--- src/rtl/sys_bus.sv ---
// Handshaked CPU data-side interconnect: base/mask decode, one-hot slave select, wait-state tolerant.
// Optional macro BUS_TIMEOUT_EN turns a slave that never answers into an error response after TMO_CYC cycles.
module sys_bus #(
    parameter int                       XLEN     = 64,
    parameter int                       N_SLV    = 3,
    parameter logic [N_SLV*XLEN-1:0]    SLV_BASE = {64'hA000_0048, 64'hA000_03F8, 64'h8000_0000},
    parameter logic [N_SLV*XLEN-1:0]    SLV_MASK = {~64'h7, ~64'h7, 64'hFFFF_FFFF_F800_0000},
    parameter int                       TMO_CYC  = 255
) (
    input  logic                    clk,
    input  logic                    rst,
    input  logic                    m_valid,
    output logic                    m_ready,
    input  logic                    m_wr,
    input  logic [XLEN/8-1:0]       m_strb,
    input  logic [XLEN-1:0]         m_addr,
    input  logic [XLEN-1:0]         m_wdata,
    output logic                    m_rvalid,
    output logic [XLEN-1:0]         m_rdata,
    output logic                    m_error,
    output logic [N_SLV-1:0]        s_cen,
    output logic                    s_wr,
    output logic [XLEN/8-1:0]       s_strb,
    output logic [XLEN-1:0]         s_addr,
    output logic [XLEN-1:0]         s_wdata,
    input  logic [N_SLV-1:0]        s_ready,
    input  logic [N_SLV*XLEN-1:0]   s_rdata,
    input  logic [N_SLV-1:0]        s_error
);

    localparam int SELW = (N_SLV > 1) ? $clog2(N_SLV) : 1;

    typedef enum logic [1:0] {
        ST_IDLE,
        ST_ACCESS,
        ST_RESP
    } state_t;

    state_t                 r_state;
    logic [N_SLV-1:0]       r_cen;
    logic [SELW-1:0]        r_sel;
    logic                   r_wr;
    logic [XLEN/8-1:0]      r_strb;
    logic [XLEN-1:0]        r_addr;
    logic [XLEN-1:0]        r_wdata;
    logic                   r_rvalid;
    logic [XLEN-1:0]        r_rdata;
    logic                   r_error;

    logic                   w_hit;
    logic [SELW-1:0]        w_sel;
    logic                   w_rdy;
    logic                   w_err;
    logic [XLEN-1:0]        w_rdata;

    // Scan from the top down so the lowest matching index is the one left standing.
    always_comb begin
        w_hit = 1'b0;
        w_sel = '0;
        for (int i = N_SLV - 1; i >= 0; i--) begin
            if ((m_addr & SLV_MASK[i*XLEN +: XLEN]) == SLV_BASE[i*XLEN +: XLEN]) begin
                w_hit = 1'b1;
                w_sel = SELW'(i);
            end
        end
    end

    assign w_rdy   = s_ready[r_sel];
    assign w_err   = s_error[r_sel];
    assign w_rdata = s_rdata[int'(r_sel)*XLEN +: XLEN];

`ifdef BUS_TIMEOUT_EN
    localparam int CNTW = $clog2(TMO_CYC + 1);
    logic [CNTW-1:0] r_cnt;
`else
    logic w_unused_tmo;
    assign w_unused_tmo = ^TMO_CYC;
`endif

    always_ff @(posedge clk or posedge rst) begin
        if (rst) begin
            r_state  <= ST_IDLE;
            r_cen    <= '0;
            r_sel    <= '0;
            r_wr     <= 1'b0;
            r_strb   <= '0;
            r_addr   <= '0;
            r_wdata  <= '0;
            r_rvalid <= 1'b0;
            r_rdata  <= '0;
            r_error  <= 1'b0;
`ifdef BUS_TIMEOUT_EN
            r_cnt    <= '0;
`endif
        end else begin
            case (r_state)
                ST_IDLE: begin
                    r_rvalid <= 1'b0;
                    r_rdata  <= '0;
                    r_error  <= 1'b0;
                    if (m_valid) begin
                        r_wr    <= m_wr;
                        r_strb  <= m_strb;
                        r_addr  <= m_addr;
                        r_wdata <= m_wdata;
                        r_sel   <= w_sel;
`ifdef BUS_TIMEOUT_EN
                        r_cnt   <= '0;
`endif
                        if (w_hit) begin
                            r_cen   <= N_SLV'(1) << w_sel;
                            r_state <= ST_ACCESS;
                        end else begin
                            r_rvalid <= 1'b1;
                            r_error  <= 1'b1;
                            r_state  <= ST_RESP;
                        end
                    end
                end
                ST_ACCESS: begin
                    if (w_rdy) begin
                        r_cen    <= '0;
                        r_rvalid <= 1'b1;
                        r_error  <= w_err;
                        r_rdata  <= (r_wr || w_err) ? '0 : w_rdata;
                        r_state  <= ST_RESP;
                    end
`ifdef BUS_TIMEOUT_EN
                    // Fires on the edge where the wait count would reach TMO_CYC,
                    // so the slave sees exactly TMO_CYC select cycles.
                    else if (r_cnt == CNTW'(TMO_CYC - 1)) begin
                        r_cen    <= '0;
                        r_rvalid <= 1'b1;
                        r_error  <= 1'b1;
                        r_rdata  <= '0;
                        r_state  <= ST_RESP;
                    end else begin
                        r_cnt <= r_cnt + 1'b1;
                    end
`endif
                end
                ST_RESP: begin
                    r_rvalid <= 1'b0;
                    r_rdata  <= '0;
                    r_error  <= 1'b0;
                    r_state  <= ST_IDLE;
                end
                default: begin
                    r_cen   <= '0;
                    r_state <= ST_IDLE;
                end
            endcase
        end
    end

    assign m_ready  = (r_state == ST_IDLE);
    assign m_rvalid = r_rvalid;
    assign m_rdata  = r_rdata;
    assign m_error  = r_error;
    assign s_cen    = r_cen;
    assign s_wr     = r_wr;
    assign s_strb   = r_strb;
    assign s_addr   = r_addr;
    assign s_wdata  = r_wdata;

endmodule
--- config.mk ---
export PLATFORM = sky130hd
export DESIGN_NAME = sys_bus
export DESIGN_NICKNAME = d
export VERILOG_FILES = /design/src/rtl/sys_bus.sv
export SDC_FILE = /design/constraint.sdc
export NUM_CORES = 1
export LEC_CHECK = 0
export ABC_AREA = 0
export BUFFER_PORTS_ARGS = -buffer_cell sky130_fd_sc_hd__buf_2
export CORE_AREA = 2 2 214 216
export CTS_BUF_LIST = sky130_fd_sc_hd__clkbuf_8 sky130_fd_sc_hd__clkbuf_16
export CTS_CLUSTER_DIAMETER = 60
export DETAILED_ROUTE_END_ITERATION = 7
export DIE_AREA = 0 0 216 218
export PLACE_DENSITY = 0.43
export SETUP_SLACK_MARGIN = 0.4
export SKIP_LAST_GASP = 1
export SLEW_MARGIN = 20
export SYNTH_ARGS = -nofsm -noshare
export SYNTH_HDL_FRONTEND = slang
export SYNTH_SLANG_ARGS = --single-unit
--- constraint.sdc ---
create_clock -name clk -period 6.15 [get_ports clk]
set_input_delay 0.615 -clock clk [delete_from_list [all_inputs] [get_ports clk]]
set_output_delay 0.615 -clock clk [all_outputs]
set_load 0.05 [all_outputs]
---- Yosys cells after proc, flatten, opt, wreduce, memory -nomap -nowiden ----
Index checks and enable logic that the tools add are counted.
operators by class
  add/sub/neg operators ................... 0
  multiply operators ...................... 0
  div/mod/pow operators ................... 0
  order comparisons ....................... 1
  equality and inequality tests ........... 8
  shifts and indexed selects .............. 2
  muxes and demuxes ....................... 27
  bitwise gates (word level) .............. 1
  reductions and logical operators ........ 10
operators with widths
  kind                                                                      number
  192-bit by 9-bit indexed part select with 64-bit output                   1
  64-bit two-way mux                                                        2
  64-bit case mux with 2 select lines                                       1
  61-bit by 29-bit equality test with 1-bit output (second input constant)  2
  37-bit by 5-bit equality test with 1-bit output (second input constant)   1
  2-bit two-way mux                                                         6
  1-bit two-way mux                                                         9
  3-bit two-way mux                                                         3
  3-bit case mux with 3 select lines                                        1
  2-bit AND reduction                                                       4
  1-bit case mux with 3 select lines                                        2
  1-bit binary-select mux with 2-bit select                                 2
  2-bit != test (second input constant)                                     2
  2-bit case mux with 2 select lines                                        1
  4-bit AND reduction                                                       1
  2-bit by 3-bit < comparator with 1-bit output (second input constant)     1
  3-bit nonzero test                                                        1
  1-bit by 2-bit left shift with 3-bit output (first input constant)        1
  2-bit by 1-bit equality test with 1-bit output (second input constant)    1
  2-bit equality test (second input constant)                               1
  2-bit zero test                                                           1
  2-bit by 1-bit != test with 1-bit output (second input constant)          1
  2-bit nonzero test                                                        1
  2-bit OR reduction                                                        1
  other kinds (2)                                                           2
storage, ports and cells
  bits in registers ....................... 210
  bits in latches ......................... 0
  memory bits (writable) .................. 0
  memory bits (read-only) ................. 0
  input bits .............................. 338
  output and inout bits ................... 207
  logic and storage cells ................. 59
  memories ................................ 0

---- Longest topological paths before layout ----
  word-level depth ........................ 8
  gate-level depth with buffers ........... 8
  depth with buffers taken out ............ 7

---- Worst setup path after synthesis ----
No wires, ideal clock.
  kind .................................... reg-to-reg
  start ................................... register r_state[0]
  end ..................................... register r_rvalid, in the netlist m_rvalid
  arrival time ............................ 2.251 ns
  data required time ...................... 6.073 ns
  path slack .............................. 3.821 ns
  stages on the path, launching flop included .. 9
  period minus slack after synthesis ...... 2.329 ns
  path through ............................ dfrtp_1 > inv_1 > ha_1 > clkbuf_1 > o31ai_1 > buf_2 > buf_2 > a21oi_1 > a21oi_1
on the way
  longest elaborated chain between the ends .. 3
  elaborated cells between the ends (all ways) .. 7
  classes of those cells .................. eq/ne: 3; mux: 1; reduce/logical: 3
RTL lines
  item                           line  text
  start: declaration             39    state_t r_state;
  start signal: assignment       82    r_state <= ST_IDLE;
  start signal: assignment       112   r_state <= ST_ACCESS;
  start signal: assignment       116   r_state <= ST_RESP;
  2-bit zero test *              -
  via m_ready                    13    output logic m_ready,
  3-bit nonzero test (no line)   -
  2-bit AND reduction (no line)  -
  end signal: assignment         89    r_rvalid <= 1'b0;
  end signal: assignment         98    r_rvalid <= 1'b0;
  end signal: assignment         114   r_rvalid <= 1'b1;
  end: declaration               46    logic r_rvalid;
Mark *: on every way through the listed nets, which the timed path passes. The rest lies on a longest branch.
A chain may end at the register's enable or synchronous reset.

---- Final worst setup path ----
  start ................................... register r_sel[1]
  end ..................................... register r_rdata[1], in the netlist m_rdata[1]
on the way
  longest elaborated chain between the ends .. 6
  elaborated cells between the ends (all ways) .. 11
  classes of those cells .................. eq/ne: 1; shift: 1; mux: 7; reduce/logical: 2
RTL lines
  item                                                                                                             line  text
  start: declaration                                                                                               41    logic [SELW-1:0] r_sel;
  start signal: assignment                                                                                         106   r_sel <= w_sel;
  parallel branches: the longest is 6 deep, another holds 192-bit by 9-bit indexed part select with 64-bit output  -
  end signal: assignment                                                                                           125   r_rdata <= (r_wr || w_err) ? '0 : w_rdata;
  end: declaration                                                                                                 47    logic [XLEN-1:0] r_rdata;
Several ways; the timed one is not identified. The select of a mux whose other input is x is not followed.

==> out/qor.csv <==
stage,metric,value,unit
status,outcome,finished clean,
power_and_ir_drop,switching_share,0.483,
critical_path,cp-end-kind,flip-flop,
layout,drive_gt1_frac,0.581,
detailed_routing,via_count,8084,
cts,cts_tree,built,
power_and_ir_drop,powerDensity,546,nW/um^2
timing,whs,0.174,ns
critical_path,rr_worst_depth,7,
die,die_h,218,um
timing,hold_violations,0,
detailed_routing,drt_iter0_drc,304,
critical_path,critPathBufInv,2,
layout,layoutNonFillerInstCount,1879,
synthesis,synthesis.nets,1070,
timing,finalSetupTns,0,ns
critical_path,cp.arrival,3.59,ns
cts,cts_buffers,27,
hold_path,hold_path_class,in2async,
cts,root_buffer,clkbuf_16,
timing,setup_slack,2.98,ns
cts,clkSlewWorstSetupHoldPaths,0.06,ns
global_route,grt_overflow,0,
timing,slew_viol_final,0,
timing,worst_pin_slew,0.902,ns
cts,post_cts_buffers,0,
synthesis,ys_seq_area_frac,0.566,
global_route,grt_pass1_wl,50600,um
timing,period_share,0.516,
timing,final.min_clock_period,3.17,ns
placement,post-dp-hpwl,26500,um
critical_path,startpoint_type,flip-flop,
global_route,grt_max_degree,118,
detailed_routing,wl,34800,um
critical_path,cpPeakStageDelay,0.75,ns
critical_path,critical_path.cell_chain,"mux2i_1, o211ai_2, o31ai_4, buf_4, nor3_4, buf_4, a22o_1",
synthesis,synth_largest_area_cell,dfrtp_1,
detailed_routing,drcViolationCount,0,
die,die_w,216,um
cts,cts_max_path_buffers,3,
critical_path,r2r_start,r_sel[1]$_DFFE_PP0P_,
job,max_cap_violations,0,
global_route,antenna_found_initial,5,
die,start_util,0.207,
layout,final_common_cell,buf_2,
timing,rsz0062_at_grt,false,
placement,place_ws,2.85,ns
cts,cts_resized,0,
critical_path,worstPathMaxFanout,69,
layout,synthToLayoutAreaGrowth,46.1,%
synthesis,synth_cell_type_count,35,
power_and_ir_drop,seqPwrFrac,0.294,
cts,cts_hold_buf,0,
die,num_rows,78,
synthesis,post_synth.cell_area_avg,12.7,um^2
timing,setup_viol,0,
cts,insertion_delay,0.55,ns
die,io_pins,545,
placement,dp.cells,1831,
detailed_routing,dr.pass1.iters,4,
timing,maxSlewHeadroom,0.399,
cts,htreeDepth,1,
critical_path,cp_slowest_cell,dfrtp_4,
synthesis,yosys_warnings,0,
critical_path,regToRegSetupSlack,2.98,ns
synthesis,yosys-top-cells-area,"dfrtp_1, mux2_2, mux2i_1, a22o_1, o21ai_0",
critical_path,worstSetupPathType,reg2reg,
timing,max_freq,315,MHz
critical_path,crit_family,buffers and inverters,
placement,gp_congestion,0.799,
synthesis,netlist.area_leader.share,0.566,
detailed_routing,ant_nets,0,
detailed_routing,wl_per_cell,18.5,um
power_and_ir_drop,ir_drop,402,uV
power_and_ir_drop,power_leakage,6.50,nW
power_and_ir_drop,finalPower,7.41,mW
cts,cts_sinks,210,
global_route,grt_pass1_vias,8384,
layout,final_cell_mix,"buf_2, dfrtp_1, mux2_2",
power_and_ir_drop,intPower,3.83,mW
layout,nets,1601,
detailed_routing,via_per_inst,4.30,
die,core,44900,um^2
critical_path,crit_path_frequent_cell,buf_4,
synthesis,synthCells,729,
critical_path,reg2reg_to,m_rdata[1]$_DFFE_PP0P_,
global_route,grt.total_usage,0.140,
power_and_ir_drop,clkPwrFrac,0.214,
critical_path,required,6.57,ns
power_and_ir_drop,combPwrFrac,0.492,
timing,fin_skew,0.0268,ns
die,dieArea,47100,um^2
placement,portBuffers,544,
synthesis,netlist_area,9290,um^2
power_and_ir_drop,p_sw,3.58,mW
synthesis,synth-seq-cells,210,
sequential cells by signal (all words and copies together), names as in the netlist:
signal / count
s_strb: 8
m_rvalid: 1
s_wr: 1
s_addr: 64
r_sel: 2
m_error: 1
m_rdata: 64
r_state: 2
s_cen: 3
s_wdata: 64
layer usage:
metal,vias up,global-route usage,part of all wire
met5,-,0,0.0012
met2,375,0.248,0.50
met1,3928,0.160,0.39
li1,3725,-,-
met4,6,0.0393,0.022
met3,50,0.0474,0.094
power by group through the flow:
stage / registers, mW / logic [mW] / clock network [mW]
after floorplan: 4.07 / 0.811 / 0
after global placement: 2.18 / 3.68 / 0
after detailed placement: 2.19 / 3.69 / 0
after CTS: 2.18 / 3.69 / 1.65
after global routing: 2.25 / 3.81 / 1.71
final: 2.18 / 3.65 / 1.59
worst max-delay path by stage:
stage                          from                      end  slack [ns]  cells after the start
2_1_floorplan                   rst      m_error$_DFFE_PP0P_        2.81                      1
3_3_place_gp   r_sel[1]$_DFFE_PP0P_  m_rdata[17]$_DFFE_PP0P_        2.89                      7
3_5_place_dp   r_sel[1]$_DFFE_PP0P_  m_rdata[63]$_DFFE_PP0P_        2.85                      7
4_1_cts        r_sel[1]$_DFFE_PP0P_  m_rdata[54]$_DFFE_PP0P_        2.81                      7
5_1_grt        r_sel[0]$_DFFE_PP0P_  m_rdata[54]$_DFFE_PP0P_        2.76                      8
6_report       r_sel[1]$_DFFE_PP0P_   m_rdata[1]$_DFFE_PP0P_        2.98                      7
worst register-to-register path, delay by kind of cell (launching register included):
family                 cells  cell delay [ns]
AND/OR/NAND/NOR            1             0.10
flip-flops                 1             0.75
multiplexers               1             0.49
AO/OA/AOI/OAI              3             0.68
buffers and inverters      2             1.03
Yosys cell counts (all sizes together):
cell type,number
a21o,1
a21oi,5
a22o,64
a31oi,1
a32o,2
and2,2
and4,2
buf,20
clkbuf,31
dfrtp,210
ha,3
inv,6
mux2,137
mux2i,67
nand2,68
nand3,3
nand3b,2
nand4,4
nor2,4
nor2b,3
nor3,3
nor4,10
nor4b,4
o211ai,1
o21ai,69
o22ai,1
o31ai,2
o32a,1
or3,1
or3b,1
or4b,1
cell families (layout without fill, tap and decap cells):
family | Yosys count | after routing | synth area share
flops | 210 | 210 | 0.566
compound gates | 147 | 147 | 0.109
other cells | 0 | 1 | 0
mux | 204 | 204 | 0.238
fa+ha+maj | 3 | 3 | 0.00404
simple gates | 108 | 108 | 0.0583
buf+inv | 57 | 606 | 0.0251
stage by stage:
stage	cell area, um^2	utilization
after detailed placement	12700	0.282
after global placement	12700	0.282
after global routing	13600	0.302
after floorplan	9290	-
final	13600	0.302
after CTS	13600	0.302
final cells by class:
class / count / area [um^2]
tap: 600 / 751
fill: 4742 / 31300
clock buffer: 34 / 772
antenna: 1 / 2.50
sequential: 210 / 5260
clock inverter: 13 / 126
multi-input combinational: 462 / 3830
timing repair buffer: 553 / 2800
inverter: 6 / 26.3
Power figures use the tool's default switching activity.
